**config.mk**
```make
export PLATFORM = sky130hd
export DESIGN_NAME = cfg_membank_loader
export DESIGN_NICKNAME = d
export VERILOG_FILES = /design/src/rtl/cfg_membank_loader.sv
export SDC_FILE = /design/constraint.sdc
export NUM_CORES = 1
export LEC_CHECK = 0
export BUFFER_PORTS_ARGS = -buffer_cell sky130_fd_sc_hd__buf_2
export CORE_AREA = 4 4 376 378
export CTS_CLUSTER_DIAMETER = 120
export DETAILED_ROUTE_END_ITERATION = 8
export DIE_AREA = 0 0 380 382
export GPL_TIMING_DRIVEN = 1
export SYNTH_ARGS = -nofsm -noshare
export SYNTH_HDL_FRONTEND = slang
export SYNTH_SLANG_ARGS = --single-unit
```
**constraint.sdc**
```tcl
create_clock -name clk -period 2.4 [get_ports clk]
set_input_delay 0.24 -clock clk [delete_from_list [all_inputs] [get_ports clk]]
set_output_delay 0.24 -clock clk [all_outputs]
set_load 0.05 [all_outputs]
```
**src/rtl/cfg_membank_loader.sv**
```systemverilog
// Row-by-row configuration loader: gathers bitstream words onto the bit lines, then pulses one word line per row.
// Define CFG_LOADER_CRC_EN to add a CRC-16-CCITT trailer check (CHECK state, cfg_error); DATA_W must then be >= 16.
module cfg_membank_loader #(
  parameter int BL_WIDTH = 514,
  parameter int WL_WIDTH = 407,
  parameter int DATA_W   = 32,
  parameter int WL_PULSE = 2
) (
  input  logic                clk,
  input  logic                global_resetn,
  input  logic                start,
  input  logic                abort,
  input  logic [DATA_W-1:0]   s_data,
  input  logic                s_valid,
  output logic                s_ready,
  output logic [0:BL_WIDTH-1] bl_config_region_0,
  output logic [0:WL_WIDTH-1] wl_config_region_0,
  output logic                busy,
  output logic                cfg_done,
  output logic                cfg_error
);

  localparam int NW    = (BL_WIDTH + DATA_W - 1) / DATA_W;
  localparam int WC_W  = (NW > 1) ? $clog2(NW) : 1;
  localparam int ROW_W = $clog2(WL_WIDTH + 1);
  localparam int PC_W  = (WL_PULSE > 1) ? $clog2(WL_PULSE) : 1;

`ifdef CFG_LOADER_CRC_EN
  typedef enum logic [2:0] {S_IDLE, S_LOAD, S_STROBE, S_HOLD, S_CHECK, S_DONE} state_e;

  // CRC-16-CCITT, MSB of the word first.
  function automatic logic [15:0] crc_word(input logic [15:0] crc_in, input logic [DATA_W-1:0] d);
    logic [15:0] c;
    c = crc_in;
    for (int b = DATA_W - 1; b >= 0; b--) begin
      c = {c[14:0], 1'b0} ^ ((c[15] ^ d[b]) ? 16'h1021 : 16'h0000);
    end
    return c;
  endfunction
`else
  typedef enum logic [2:0] {S_IDLE, S_LOAD, S_STROBE, S_HOLD, S_DONE} state_e;
`endif

  state_e              state_q, state_d;
  logic [ROW_W-1:0]    row_q, row_d;
  logic [WC_W-1:0]     wcnt_q, wcnt_d;
  logic [PC_W-1:0]     pcnt_q, pcnt_d;
  logic [0:BL_WIDTH-1] bl_q, bl_d;
  logic [0:WL_WIDTH-1] wl_q, wl_d;
  logic                s_ready_q, s_ready_d;
  logic                busy_q, busy_d;
  logic                done_q, done_d;
  logic                xfer;
`ifdef CFG_LOADER_CRC_EN
  logic [15:0]         crc_q, crc_d;
  logic                error_q, error_d;
`endif

  // s_ready_q is high exactly in the word-accepting states, so it gates the handshake directly.
  assign xfer = s_valid & s_ready_q;

  always_comb begin
    // NOTE: every _d gets a default before the case so no path leaves it unassigned (no latches);
    // blocking assignments are correct here because this block is pure combinational next-state logic.
    state_d = state_q;
    row_d   = row_q;
    wcnt_d  = wcnt_q;
    pcnt_d  = pcnt_q;
    bl_d    = bl_q;
    wl_d    = wl_q;
`ifdef CFG_LOADER_CRC_EN
    crc_d   = crc_q;
    error_d = error_q;
`endif

    case (state_q)
      S_IDLE, S_DONE: begin
        if (start) begin
          state_d = S_LOAD;
          row_d   = '0;
          wcnt_d  = '0;
`ifdef CFG_LOADER_CRC_EN
          crc_d   = 16'hFFFF;
          error_d = 1'b0;
`endif
        end
      end
      S_LOAD: begin
        if (xfer) begin
          // Word k lands on bit lines k*DATA_W ..; bits past BL_WIDTH simply have no destination.
          for (int j = 0; j < BL_WIDTH; j++) begin
            if (WC_W'(j / DATA_W) == wcnt_q) bl_d[j] = s_data[j % DATA_W];
          end
`ifdef CFG_LOADER_CRC_EN
          crc_d = crc_word(crc_q, s_data);
`endif
          if (wcnt_q == WC_W'(NW - 1)) begin
            state_d = S_STROBE;
            wcnt_d  = '0;
            pcnt_d  = '0;
            for (int j = 0; j < WL_WIDTH; j++) wl_d[j] = (ROW_W'(j) == row_q);
          end else begin
            wcnt_d = wcnt_q + 1'b1;
          end
        end
      end
      S_STROBE: begin
        if (pcnt_q == PC_W'(WL_PULSE - 1)) begin
          state_d = S_HOLD;
          wl_d    = '0;
        end else begin
          pcnt_d = pcnt_q + 1'b1;
        end
      end
      S_HOLD: begin
        row_d = row_q + 1'b1;
        if (row_q == ROW_W'(WL_WIDTH - 1)) begin
`ifdef CFG_LOADER_CRC_EN
          state_d = S_CHECK;
`else
          state_d = S_DONE;
`endif
        end else begin
          state_d = S_LOAD;
        end
      end
`ifdef CFG_LOADER_CRC_EN
      S_CHECK: begin
        if (xfer) begin
          error_d = (s_data[15:0] != crc_q);
          state_d = S_DONE;
        end
      end
`endif
      default: state_d = S_IDLE;
    endcase

    // Abort outranks start and any same-cycle transfer; the word in flight is dropped.
    if (abort) begin
      state_d = S_IDLE;
      wl_d    = '0;
      bl_d    = '0;
    end

    s_ready_d = (state_d == S_LOAD);
`ifdef CFG_LOADER_CRC_EN
    s_ready_d = s_ready_d | (state_d == S_CHECK);
`endif
    busy_d = (state_d != S_IDLE) && (state_d != S_DONE);
    done_d = (state_d == S_DONE);
  end

  always_ff @(posedge clk or negedge global_resetn) begin
    if (!global_resetn) begin
      state_q   <= S_IDLE;
      row_q     <= '0;
      wcnt_q    <= '0;
      pcnt_q    <= '0;
      bl_q      <= '0;
      wl_q      <= '0;
      s_ready_q <= 1'b0;
      busy_q    <= 1'b0;
      done_q    <= 1'b0;
`ifdef CFG_LOADER_CRC_EN
      crc_q     <= 16'hFFFF;
      error_q   <= 1'b0;
`endif
    end else begin
      state_q   <= state_d;
      row_q     <= row_d;
      wcnt_q    <= wcnt_d;
      pcnt_q    <= pcnt_d;
      bl_q      <= bl_d;
      wl_q      <= wl_d;
      s_ready_q <= s_ready_d;
      busy_q    <= busy_d;
      done_q    <= done_d;
`ifdef CFG_LOADER_CRC_EN
      crc_q     <= crc_d;
      error_q   <= error_d;
`endif
    end
  end

  assign s_ready            = s_ready_q;
  assign bl_config_region_0 = bl_q;
  assign wl_config_region_0 = wl_q;
  assign busy               = busy_q;
  assign cfg_done           = done_q;
`ifdef CFG_LOADER_CRC_EN
  assign cfg_error          = error_q;
`else
  assign cfg_error          = 1'b0;
`endif

endmodule

```
---- Word level (Yosys, flattened, before mapping) ----
Index checks and enable logic that the tools add are counted.
word-level totals
  register bits ........................... 942
  latch bits .............................. 0
  memory bits (writable) .................. 0
  memory bits (read-only) ................. 0
  output and inout bits ................... 925
  word-level logic and storage cells ...... 1055
  memories kept ........................... 0
cells by class
  add/sub/neg operators ................... 3
  $mul .................................... 0
  div/mod/pow operators ................... 0
  magnitude comparators ................... 0
  eq/ne operators ......................... 437
  shift operators ......................... 0
  muxes and demuxes ....................... 539
  bitwise logic cells ..................... 1
  reductions and logical operators ........ 50
operators with widths
  cell                 number
  $mux 407             4
  $mux 514             3
  $eq 9x9->1 const A   151
  $eq 8x9->1 const A   128
  $pmux 407 s2         1
  $eq 7x9->1 const A   64
  $mux 1               517
  $eq 6x9->1 const A   32
  $eq 5x9->1 const A   16
  $eq 4x9->1 const A   8
  $reduce_and 3->1     19
  $reduce_bool 2->1    22
  $eq 4x5->1 const A   8
  $eq 3x9->1 const A   4
  $eq 3x5->1 const A   4
  $eq 2x9->1 const A   2
  $mux 3               6
  $pmux 9 s2           1
  $mux 5               3
  $ne 3x3->1 const B   4
  $pmux 3 s4           1
  $eq 2x5->1 const A   2
  $pmux 5 s2           1
  $add 9x1->9 const B  1
  other kinds (22)     28

---- Longest topological paths before layout ----
  depth after elaboration ................. 7
  mapped depth ............................ 10
  mapped depth without buffers ............ 7

---- Least setup slack after synthesis ----
OpenSTA, ideal clock, no wires.
  path type ............................... register to register
  start point ............................. register s_ready_q, in the netlist s_ready
  end point ............................... register bl_q (netlist bit bl_config_region_0[100])
  library setup time ...................... 78 ps
  arrival time ............................ 2134 ps
  data required time ...................... 2322 ps
  path slack .............................. 188 ps
  cell stages (with the launch flop) ...... 8
  period minus slack after synthesis ...... 2212 ps
  path through ............................ dfrtp_1 -> nand2_1 -> clkbuf_1 -> clkbuf_1 -> nor4_2 -> buf_2 -> nand2_1 -> a21oi_1
between the ends
  cells in the longest elaborated chain, start to end .. 3
RTL lines
  what                         RTL line  RTL
  start: declaration           50        logic s_ready_q, s_ready_d;
  start signal: assignment     175       s_ready_q <= s_ready_d;
  $and 1x1->1                  60        assign xfer = s_valid & s_ready_q;
  $reduce_bool 2->1 (no line)  n/a
  $reduce_and 3->1 (no line)   n/a
  end signal: assignment       173       bl_q <= bl_d;
  end: declaration             48        logic [0:BL_WIDTH-1] bl_q, bl_d;
No other way between the ends.
A chain may end at the register's enable or synchronous reset.

---- Worst setup path in the final report ----
  start point ............................. register wcnt_q[0]
  end point ............................... register bl_q (netlist bit bl_config_region_0[91])
between the ends
  cells in the longest elaborated chain, start to end .. 3
RTL lines
  what                         RTL line  RTL
  start: declaration           46        logic [WC_W-1:0] wcnt_q, wcnt_d;
  start signal: assignment     171       wcnt_q <= wcnt_d;
  $eq 2x5->1                   92        if (WC_W'(j / DATA_W) == wcnt_q) bl_d[j] = s_data[j % DATA_W];
  $reduce_bool 2->1 (no line)  n/a
  $reduce_and 3->1 (no line)   n/a
No other way between the ends.

==> summary.md <==
| Metric | Value |
|---|---|
| Outcome | finished, final reports clean |
| Synth cell types | between 50 and 60 |
| Synthesis-to-layout area growth | 30.2% |
| Hpwl dp | 116000 um |
| Gr usage total | 0.225 |
| Port bufs | 960 |
| Root Buffer Master | clkbuf_16 |
| First-pass GRT wire length | approximately 250000 um |
| Clock slew at reported path FFs | 0.06 ns |
| Max Fclk | between 400 and 500 MHz |
| Most frequent cell after synthesis | nand2_1 |
| Synth Flop Type | dfrtp_1 |
| Final Total Pwr | around 34 mW |
| Chip height | 382 um |
| Synthesized area | around 39000 um2 |
| Vias | around 36000 |
| Wire per inst | ~26 um |
| RD Place Congestion | ~0.84 |
| Slew Limit Fails | 0 |
| Top-area cell type share of the netlist area | 0.609 |
| Final setup TNS | 0 ns |
| Static Leak | roughly 24 nW |
| Synth area leader | dfrtp_1 |
| CTS Buf Count | 105 |
| Delay-heaviest family, CP | simple AND/OR/NAND/NOR gates |
| Syn nets | roughly 4000 |
| Period utilisation layout | 0.954 |
| Synthesized flop and latch total | between 900 and 1000 |
| # IOs | a little under 1000 |
| Hold/Removal Path Class | in -> reg |
| Slew headroom | 0.399 |
| Final Cell Area | 50400 um2 |
| Kind of critical path | reg -> reg |
| 1st-iter DRT viols | around 3500 |
| Pwr dens | 673 nW/um2 |
| Async set-reset flop share out of synthesis | 1.00 |
| CP peak stage delay | 0.59 ns |
| Worst-Skew Late Latency | between 0.7 and 0.8 ns |
| Row cnt | 136 |
| Fraction of layout cells with a size suffix above 1 | 0.277 |
| CTS tree | yes |
| Synth area leaders | dfrtp_1, nand2_1, o31ai_1 |
| Initial antenna violation count | 3 |
| Critical Path AT | ~2.9 ns |
| # nets final | between 4000 and 5000 |
| R2R Setup Slk | around 0.11 ns |
| Final ANT Viol Nets | 0 |
| Routed vias/inst | between 5 and 6 |
| Core Util, Final | 0.367 |
| Final Hold Fails | 0 |
| Die width | between 300 and 400 um |
| Placeable Area | about 140000 um2 |
| Starting Density | 0.282 |
| Max cap viols | 0 |
| Startpoint types | flip-flop |
| Placed cell area | 46500 um2 |
| Worst path slowest cell | or4_2 |
| Tightest Pin Transition | 0.901 ns |
| CP bufs+invs | 2 |
| Sinks on Clock Net | ~940 |
| Die area | about 150000 um2 |
| Post-Syn Instances | approximately 4000 |
| CTS H-Tree Depth | 3 |
| Critical path endpoint category | flip-flop |
| Worst EP required | approximately 3.0 ns |
| Hold slack final | about 0.1 ns |
| Final WL | 172000 um |
| RSZ-0062 raised after global routing | no |
| Setup violators final | 0 |
| Post-synthesis sequential area ratio | 0.609 |
| Crit Path Max Fanout | 32 |
| Vias in the first global route | ~35000 |
| Residual DRC | 0 |
| Worst path cell trace | inv_1, ha_1, or3b_2, or4_2, buf_12, nand2_1, a21oi_1 |
| Mean Syn Cell Area | 9.70 um2 |
| GR Overflow Total | 0 |
| Clk buf depth | 3 |
| Min Clock Period, post-route | around 2.3 ns |
| Ys Warns | 0 |
| Clock skew | between 0.02 and 0.03 ns |
| Maximum number of pins on one net before global-route repair | between 100 and 150 |
| Max VDD drop | around 0.55 mV |
| Post-synth EDFFs | 0 |
| Commonest cells post-synth | nand2_1, dfrtp_1, a21oi_1, o31ai_1, o21ai_0 |
| 1st-pass router iterations | 6 |
cell families after synthesis:
group / Yosys count / synth area share
fa+ha+maj: 10 / 0.00323
compound gates: 1362 / 0.203
mux: 2 / 0.000517
buf+inv: 461 / 0.0540
other cells: 1 / 0.0000968
simple gates: 1216 / 0.130
flops: 942 / 0.609
sequential cells by signal (all words and copies together) (netlist names):
register / count
busy: 1
pcnt_q: 1
state_q: 3
cfg_done: 1
s_ready: 1
bl_config_region_0: 514
wcnt_q: 5
wl_config_region_0: 407
row_q: 9
cell type report:
class	count	area [um2]
inverters	9	33.8
clock buffers	166	3140
clock inverters	25	263
flip-flops and latches	942	23600
well taps	1794	2240
fillers	14010	87100
multi-input cells	2591	13200
diodes	3	7.51
repair buffers	1215	8000
stage by stage:
stage               instances  setup slack [ns]
floorplan                3994             0.188
global placement         6514             0.121
detailed placement       6514            0.0586
CTS                      6735            0.0352
global route             6742           0.00290
finish                   6745             0.111
cells in the final DEF, fill, tap and decap left out, drive strengths merged, types with 3 or more instances in the layout:
| cell type | Yosys | final |
|---|---|---|
| nor3b | 9 | 9 |
| and3b | 7 | 7 |
| a21oi | 524 | 524 |
| nand3b | 6 | 6 |
| nand3 | 27 | 27 |
| buf | 93 | 1180 |
| nand2b | 3 | 3 |
| nand4 | 14 | 14 |
| o21ai | 420 | 420 |
| diode | 0 | 3 |
| nand2 | 1082 | 1082 |
| o31ai | 407 | 407 |
| ha | 10 | 10 |
| o41ai | 3 | 3 |
| nor2 | 10 | 10 |
| and4 | 4 | 4 |
| and3 | 3 | 3 |
| inv | 9 | 13 |
| or4 | 10 | 10 |
| clkinv | 0 | 20 |
| dfrtp | 942 | 942 |
| nor4 | 14 | 14 |
| nor2b | 6 | 6 |
| dlygate4sd3 | 0 | 29 |
| or3b | 5 | 5 |
| clkbuf | 359 | 172 |
| nor3 | 5 | 5 |
per-layer routing:
metal,GRT usage,up-vias,share of wire
met5,0,-,0
met4,0.123,0,0.061
met3,0.0491,431,0.079
met2,0.354,1778,0.46
met1,0.290,18129,0.40
li1,-,15453,-
worst min-delay path: stages:
cell and delay (ns):
buf_2 0.32, nand2_1 0.14, a21oi_1 0.06
what timing repair did:
item | CTS | global route
resized for setup | 0 | 13
hold endpoints to repair | 745 | 0
setup endpoints to repair | 0 | 221
buffers inserted | 0 | 1
hold buffers | 30 | 0
power breakdown:
group	leakage (nW)	internal, mW	switching [mW]
sequential	13.2	15.9	0.0294
clock	1.67	9.01	6.94
combinational	9.30	0.483	1.57
total	24.1	25.4	8.54
final timing paths:
| kind | end | start | depth (start not counted) |
|---|---|---|---|
| min in group asynchronous | bl_config_region_0[254] | global_resetn | 3 |
| min reg2reg | wl_config_region_0[51] | wl_config_region_0[51] | 2 |
| min | bl_config_region_0[154] | s_data[26] | 3 |
| max | bl_config_region_0[91] | wcnt_q[0] | 7 |
| max reg2reg | bl_config_region_0[91] | wcnt_q[0] | 7 |
| max in group asynchronous | wl_config_region_0[271] | global_resetn | 5 |
Note: power is estimated with default switching activity, not from simulation.
